**src/rtl/frame_stream_pkg.sv**
```systemverilog
// Shared definitions for the frame sequencer: FSM state encoding, frame size
// and counter-width helpers, skid buffer payload width.
package frame_stream_pkg;

  typedef enum logic [1:0] {
    ST_IDLE   = 2'd0,
    ST_HEADER = 2'd1,
    ST_STREAM = 2'd2,
    ST_DRAIN  = 2'd3
  } state_t;

  // Payload carried through the skid buffer: {data[7:0], tuser, tlast}
  localparam int SKID_W = 10;

  function automatic int frame_bytes(input int w, input int h, input int c);
    return w * h * c;
  endfunction

  // Bits needed to hold values 0..max_val (at least one bit)
  function automatic int cnt_width(input int max_val);
    int w;
    w = 1;
    while (w < 31 && (1 << w) <= max_val) w++;
    return w;
  endfunction

endpackage

```
**src/rtl/axis_skid_buf.sv**
```systemverilog
// Two-entry skid buffer. Input ready is a flop computed from the next
// occupancy, so the upstream side never sees the downstream ready combinationally.
module axis_skid_buf
  import frame_stream_pkg::*;
#(
  parameter int DATA_W = SKID_W
) (
  input  logic              clk,
  input  logic              rst,
  input  logic [DATA_W-1:0] s_data,
  input  logic              s_valid,
  output logic              s_ready,
  output logic [DATA_W-1:0] m_data,
  output logic              m_valid,
  input  logic              m_ready,
  output logic              full,
  output logic              empty
);

  logic [DATA_W-1:0] mem [2];
  logic              wr_ptr;
  logic              rd_ptr;
  logic [1:0]        count;
  logic [1:0]        count_nxt;
  logic              push;
  logic              pop;

  assign push      = s_valid && s_ready;
  assign pop       = m_valid && m_ready;
  assign count_nxt = count + {1'b0, push} - {1'b0, pop};
  assign full      = (count == 2'd2);
  assign empty     = (count == 2'd0);
  assign m_valid   = !empty;
  assign m_data    = mem[rd_ptr];

  // Occupancy, pointers and registered input ready
  always_ff @(posedge clk) begin
    if (rst) begin
      wr_ptr  <= 1'b0;
      rd_ptr  <= 1'b0;
      count   <= 2'd0;
      s_ready <= 1'b0;
    end else begin
      if (push) wr_ptr <= ~wr_ptr;
      if (pop)  rd_ptr <= ~rd_ptr;
      count   <= count_nxt;
      s_ready <= (count_nxt != 2'd2);
    end
  end

  // Storage; contents are only observed while the matching entry is valid
  always_ff @(posedge clk) begin
    if (push) mem[wr_ptr] <= s_data;
  end

endmodule

```
**src/rtl/frame_stream_sched.sv**
```systemverilog
// Frame sequencer: strips the per-frame header, tags payload bytes with
// start-of-frame / end-of-line and schedules a programmed number of frames.
// Optional feature macro: FRAME_CHECKSUM_EN adds frame_sum, a modulo-2^16
// sum of each frame's payload bytes taken on the output side.
module frame_stream_sched
  import frame_stream_pkg::*;
#(
  parameter int HEADER_BYTES = 15,
  parameter int WIDTH        = 224,
  parameter int HEIGHT       = 224,
  parameter int CHANNELS     = 3,
  parameter int CNT_W        = 18
) (
  input  logic             clk,
  input  logic             rst,
  input  logic             start,
  input  logic             abort,
  input  logic [15:0]      num_frames,
  output logic             busy,
  output logic             frame_done,
  output logic [15:0]      frame_cnt,
  output logic [CNT_W-1:0] byte_cnt,
  input  logic [7:0]       s_axis_tdata,
  input  logic             s_axis_tvalid,
  output logic             s_axis_tready,
  output logic [7:0]       m_axis_tdata,
  output logic             m_axis_tvalid,
  input  logic             m_axis_tready,
  output logic             m_axis_tuser,
`ifdef FRAME_CHECKSUM_EN
  output logic [15:0]      frame_sum,
`endif
  output logic             m_axis_tlast
);

  localparam int HDR_W = cnt_width(HEADER_BYTES);
  localparam int X_W   = cnt_width(WIDTH - 1);
  localparam int Y_W   = cnt_width(HEIGHT - 1);
  localparam int C_W   = cnt_width(CHANNELS - 1);
  localparam state_t FIRST_ST = (HEADER_BYTES == 0) ? ST_STREAM : ST_HEADER;

  state_t           state;
  logic             aborting;
  logic             end_pend;
  logic [15:0]      num_q;
  logic [HDR_W-1:0] hdr_cnt;
  logic [X_W-1:0]   x;
  logic [Y_W-1:0]   y;
  logic [C_W-1:0]   ch;

  logic              buf_rdy, buf_vld, buf_full, buf_empty;
  logic [SKID_W-1:0] buf_out;
  logic              s_xfer, hdr_xfer, pay_xfer, m_xfer;
  logic              ch_wrap, x_wrap, last_byte, tuser_in, tlast_in;
  logic              drain_last, drain_fin, more_frames;

  assign s_axis_tready = (state == ST_HEADER) || ((state == ST_STREAM) && buf_rdy);
  assign s_xfer        = s_axis_tvalid && s_axis_tready;
  assign hdr_xfer      = s_xfer && (state == ST_HEADER);
  assign pay_xfer      = s_xfer && (state == ST_STREAM);
  assign m_xfer        = buf_vld && m_axis_tready;

  assign ch_wrap   = (ch == C_W'(CHANNELS - 1));
  assign x_wrap    = (x == X_W'(WIDTH - 1));
  assign last_byte = ch_wrap && x_wrap && (y == Y_W'(HEIGHT - 1));
  assign tuser_in  = (byte_cnt == '0);
  assign tlast_in  = ch_wrap && x_wrap;

  // In DRAIN nothing is pushed, so a pop from a non-full buffer empties it
  assign drain_last  = (state == ST_DRAIN) && m_xfer && !buf_full;
  assign drain_fin   = drain_last || ((state == ST_DRAIN) && buf_empty);
  assign frame_done  = drain_last && end_pend;
  assign more_frames = (num_q == 16'd0) || (({1'b0, frame_cnt} + 17'd1) < {1'b0, num_q});

  assign m_axis_tvalid = buf_vld;
  assign m_axis_tdata  = buf_vld ? buf_out[9:2] : 8'd0;
  assign m_axis_tuser  = buf_vld && buf_out[1];
  assign m_axis_tlast  = buf_vld && buf_out[0];

  axis_skid_buf #(.DATA_W(SKID_W)) u_skid (
    .clk     (clk),
    .rst     (rst),
    .s_data  ({s_axis_tdata, tuser_in, tlast_in}),
    .s_valid (s_axis_tvalid && (state == ST_STREAM)),
    .s_ready (buf_rdy),
    .m_data  (buf_out),
    .m_valid (buf_vld),
    .m_ready (m_axis_tready),
    .full    (buf_full),
    .empty   (buf_empty)
  );

  // Frame scheduler FSM with header/payload position counters
  always_ff @(posedge clk) begin
    if (rst) begin
      state     <= ST_IDLE;
      busy      <= 1'b0;
      aborting  <= 1'b0;
      end_pend  <= 1'b0;
      num_q     <= 16'd0;
      frame_cnt <= 16'd0;
      byte_cnt  <= '0;
      hdr_cnt   <= '0;
      x         <= '0;
      y         <= '0;
      ch        <= '0;
    end else begin
      case (state)
        ST_IDLE: begin
          if (start && !abort) begin
            num_q     <= num_frames;
            busy      <= 1'b1;
            frame_cnt <= 16'd0;
            state     <= FIRST_ST;
          end
        end
        ST_HEADER: begin
          if (abort) begin
            aborting <= 1'b1;
            hdr_cnt  <= '0;
            state    <= ST_DRAIN;
          end else if (hdr_xfer) begin
            if (hdr_cnt == HDR_W'(HEADER_BYTES - 1)) begin
              hdr_cnt <= '0;
              state   <= ST_STREAM;
            end else begin
              hdr_cnt <= hdr_cnt + 1'b1;
            end
          end
        end
        ST_STREAM: begin
          if (pay_xfer) begin
            if (last_byte) begin
              byte_cnt <= '0;
              ch       <= '0;
              x        <= '0;
              y        <= '0;
              end_pend <= 1'b1;
              state    <= ST_DRAIN;
            end else begin
              byte_cnt <= byte_cnt + 1'b1;
              ch       <= ch_wrap ? '0 : ch + 1'b1;
              if (ch_wrap) begin
                x <= x_wrap ? '0 : x + 1'b1;
                if (x_wrap) y <= y + 1'b1;
              end
            end
          end
          if (abort) begin
            aborting <= 1'b1;
            byte_cnt <= '0;
            ch       <= '0;
            x        <= '0;
            y        <= '0;
            state    <= ST_DRAIN;
          end
        end
        ST_DRAIN: begin
          if (abort) aborting <= 1'b1;
          if (drain_fin) begin
            end_pend <= 1'b0;
            aborting <= 1'b0;
            if (frame_done) frame_cnt <= frame_cnt + 16'd1;
            if (aborting || abort || !more_frames) begin
              busy  <= 1'b0;
              state <= ST_IDLE;
            end else begin
              state <= FIRST_ST;
            end
          end
        end
        default: state <= ST_IDLE;
      endcase
    end
  end

`ifdef FRAME_CHECKSUM_EN
  logic [15:0] sum_acc;
  logic [15:0] sum_q;
  logic [15:0] sum_in;

  // Running sum restarts on the start-of-frame byte
  assign sum_in    = (m_axis_tuser ? 16'd0 : sum_acc) + {8'd0, m_axis_tdata};
  assign frame_sum = frame_done ? sum_in : sum_q;

  // Output-side payload accumulation and per-frame hold
  always_ff @(posedge clk) begin
    if (rst) begin
      sum_acc <= 16'd0;
      sum_q   <= 16'd0;
    end else begin
      if (m_xfer)     sum_acc <= sum_in;
      if (frame_done) sum_q   <= sum_in;
    end
  end
`endif

endmodule
```
**config.mk**
```make
export PLATFORM = sky130hd
export DESIGN_NAME = frame_stream_sched
export DESIGN_NICKNAME = d
export VERILOG_FILES = /design/src/rtl/frame_stream_pkg.sv /design/src/rtl/axis_skid_buf.sv /design/src/rtl/frame_stream_sched.sv
export SDC_FILE = /design/constraint.sdc
export NUM_CORES = 1
export LEC_CHECK = 0
export BUFFER_PORTS_ARGS = -buffer_cell sky130_fd_sc_hd__buf_4
export CORE_MARGIN = 3
export CORE_UTILIZATION = 62
export DETAILED_ROUTE_END_ITERATION = 10
export PLACE_DENSITY = 0.85
export SYNTH_ARGS = -nofsm -noshare
export SYNTH_HDL_FRONTEND = slang
export SYNTH_SLANG_ARGS = --single-unit
```
**constraint.sdc**
```tcl
create_clock -name clk -period 4.7 [get_ports clk]
set_input_delay 0.705 -clock clk [delete_from_list [all_inputs] [get_ports clk]]
set_output_delay 0.705 -clock clk [all_outputs]
set_load 0.03 [all_outputs]
```
==> results.sh <==
export IMPL_async_flop_share_pct=0
export IMPL_grt_pass1_vias=4377
export IMPL_cts_sinks=103
export IMPL_dieArea_um2=9762
export IMPL_hold_buffers=0
export IMPL_drive_gt1_share_pct=15.25
export IMPL_max_cap_viol_count=0
export IMPL_grt_start_max_net_pins=63
export IMPL_wl_per_cell_um=15.05
export IMPL_fp_row_count=33
export IMPL_cts_tree="yes"
export IMPL_grt_util_all_layers_pct=25.57
export IMPL_synth_seq_cells=103
export IMPL_n_fill_cell=648
export IMPL_hold_path_class="reg -> reg"
export IMPL_slowest_delay_ns=0.55
export IMPL_drc=0
export IMPL_ys_flop_type="dfxtp_1"
export IMPL_yosysMostFrequentCell="dfxtp_1"
export IMPL_critPathBufInv=0
export IMPL_finalSetupViolations=0
export IMPL_seq_area_frac_synth_pct=42.36
export IMPL_start_util_pct=64.34
export IMPL_placed_area_um2=5969
export IMPL_synthTopCellsByCount="dfxtp_1 (83), nor2_1 (78), nand2_1 (62)"
export IMPL_dr_pass1_iters=6
export IMPL_ctsHtreeMaxLevel=3
export IMPL_final_cell_area_um2=6171
export IMPL_rsz0062_at_grt="no"
export IMPL_ctsResizeCount=0
export IMPL_path_class="reg -> reg"
export IMPL_antenna_cells=0
export IMPL_cts_buffer_depth=2
export IMPL_critical_path_max_fanout=7
export IMPL_syn_area_um2=5340
export IMPL_clock_skew_ns=0.01338
export IMPL_syn_inst=625
export IMPL_drt_total_wl_um=12040
export IMPL_finalPower_mw=2.172
export IMPL_cpMostUsedCell="ha_1"
export IMPL_setup_tns_final_ns=0
export IMPL_io_buffers=77
export IMPL_path_cells="ha_1 -> nand4_1 -> nor4_1 -> xor2_1 -> ha_1 -> a21o_1 -> a211o_1 -> o22ai_1 -> o211ai_1 -> a311oi_1"
export IMPL_post_route_min_period_ns=3.127
export IMPL_synth_edf_count=20
export IMPL_drt_iter0_drc=315
export IMPL_grt_pass1_wl_um=20620
export IMPL_relSlewSlack_pct=20.24
export IMPL_drtAntennaViolNets=0
export IMPL_die_w_um=98.81
export IMPL_powerDensity_nw_per_um2=352.0
export IMPL_yosysTopAreaCell="dfxtp_1"
export IMPL_gp_congestion=0.8701
export IMPL_start_kind="flop"
export IMPL_worst_slew_pin_slew_ns=1.192
export IMPL_syn_avg_cell_area_um2=8.544
export IMPL_ff2ff_setup_slack_ns=1.57
export IMPL_post_cts_buffers=0
export IMPL_place_detailed_hpwl_um=8818
export IMPL_slew_violations=0
export IMPL_ctsRootBufferMaster="clkbuf_8"
export IMPL_grt_antenna_before_repair=0
export IMPL_ys_warn_count=0
export IMPL_synth_top_cell_area_share_pct=31.12
export IMPL_clkTransAtPathRegs_ns=0.10
export IMPL_final_nets=749
export IMPL_critPathRequiredTime_ns=4.98
export IMPL_yosysUniqueCellTypes=57
export IMPL_crit_path_top_delay_cell="nor4_1"
export IMPL_via_per_inst=5.798
export IMPL_vdd_drop_max_v=0.0002770
export IMPL_syn_num_nets=684
export IMPL_io_pin_count=78
export IMPL_whs_ns=0.4780
export IMPL_multiInputGateArea_um2=2851
export IMPL_die_h_um=98.81
export IMPL_core_area_um2=8299
export IMPL_fin_crit_sh_pct=66.53
export IMPL_fmax_ghz=0.3198
export IMPL_regArea_um2=2262
export IMPL_p_leak_nw=2.321
export IMPL_areaGrowthSynthToFinish_pct=15.56
export IMPL_grt_overflow_total=0
export IMPL_insertion_delay_ns=0.37
export IMPL_status="completed"
export IMPL_critical_path_top_delay_family="compound AO/OA/AOI/OAI gates"
export IMPL_synthTopCellsByArea="dfxtp_1 (31%), edfxtp_1 (11%), ha_1 (6.8%), nor2_1 (5.5%), a21oi_1 (5.2%)"
export IMPL_dr_total_vias=4638
export IMPL_finalHoldViolCount=0
export IMPL_crit_path_end_kind="flop"
export IMPL_cts_buffers=9
export IMPL_worstPathArrival_ns=3.41
==> layout make-up <==
class | count | share of cell area [%]
clock buffer | 9 | 2.007
clock inverter | 7 | 1.257
inverter | 35 | 2.129
multi-input combinational | 462 | 46.21
sequential | 103 | 36.66
tap | 105 | 2.129
timing repair buffer | 79 | 9.611
==> report_power, final <==
group          total [mW]  switching [mW]  internal [mW]
Clock               0.569           0.317          0.252
Sequential           1.02          0.0598          0.957
Combinational       0.587           0.365          0.221
==> state kept, by name, indices dropped and copies added (netlist names), named ones only <==
name / cells
hdr_cnt: 4
ch: 2
busy: 1
u_skid.s_ready: 1
u_skid.rd_ptr: 1
u_skid.mem: 20
u_skid.count: 2
u_skid.wr_ptr: 1
num_q: 16
state: 2
byte_cnt: 18
y: 8
x: 8
aborting: 1
frame_cnt: 16
end_pend: 1
==> placed cells by master (no fill, tap or decap), types with 3 or more instances in the layout <==
| master | count |
|---|---|
| nand3b_1 | 3 |
| nand2_1 | 62 |
| inv_6 | 3 |
| o2111ai_1 | 3 |
| nor3_1 | 13 |
| edfxtp_1 | 20 |
| nand3_1 | 24 |
| a21o_1 | 3 |
| a211oi_1 | 6 |
| and2_1 | 6 |
| nor2_1 | 78 |
| clkbuf_8 | 9 |
| inv_1 | 35 |
| mux2i_1 | 10 |
| ha_1 | 29 |
| a22oi_1 | 4 |
| nand2b_1 | 7 |
| nor2b_1 | 5 |
| dfxtp_1 | 83 |
| xor2_1 | 11 |
| xnor2_1 | 30 |
| nand4_1 | 12 |
| buf_4 | 79 |
| nand4b_1 | 3 |
| nor4b_1 | 3 |
| and3_1 | 6 |
| nor4_1 | 16 |
| a21oi_1 | 56 |
| or3_1 | 8 |
| o21ai_0 | 22 |
| a31oi_1 | 5 |
| and4_1 | 4 |
==> final timing paths <==
path	from	to	cells past startpoint
hold reg to reg	end_pend	end_pend	2
setup / recovery	frame_cnt[0]	state[0]	10
hold / removal	end_pend	end_pend	2
setup reg to reg	frame_cnt[0]	state[0]	10
==> metal layers <==
| layer | routed length (um) | vias to the layer above | GRT usage (%) |
|---|---|---|---|
| met2 | 5729 | 151 | 41.89 |
| met4 | 246 | 0 | 8.508 |
| met5 | 0 | - | 0 |
| li1 | - | 2329 | - |
| met1 | 5272 | 2135 | 34.12 |
| met3 | 791 | 23 | 4.812 |
==> metrics by stage <==
stage / cells / utilization [%] / setup slack, ns
2_1_floorplan: 625 / - / 1.842
3_3_place_gp: 784 / 71.93 / 1.803
3_5_place_dp: 784 / 71.93 / 1.610
4_1_cts: 800 / 74.36 / 1.591
5_1_grt: 800 / 74.36 / 1.314
6_report: 800 / 74.36 / 1.573
==> kinds of logic after synthesis <==
family	count (synthesis)	share of synthesized area (%)
muxes	10	1.874
DFF	103	42.36
adders and majority gates	29	6.795
and+or+nand+nor	263	24.72
buffers and inverters	60	4.241
AOI/OAI and AO/OA	119	13.29
xor gates and xnor gates	41	6.724
==> tightest hold or removal path, cell delays in order (launching register included) <==
cell	delay, ns
dfxtp_1	0.32
o21ai_0	0.07
a21oi_1	0.06
Note: power is estimated with default switching activity, not from simulation.
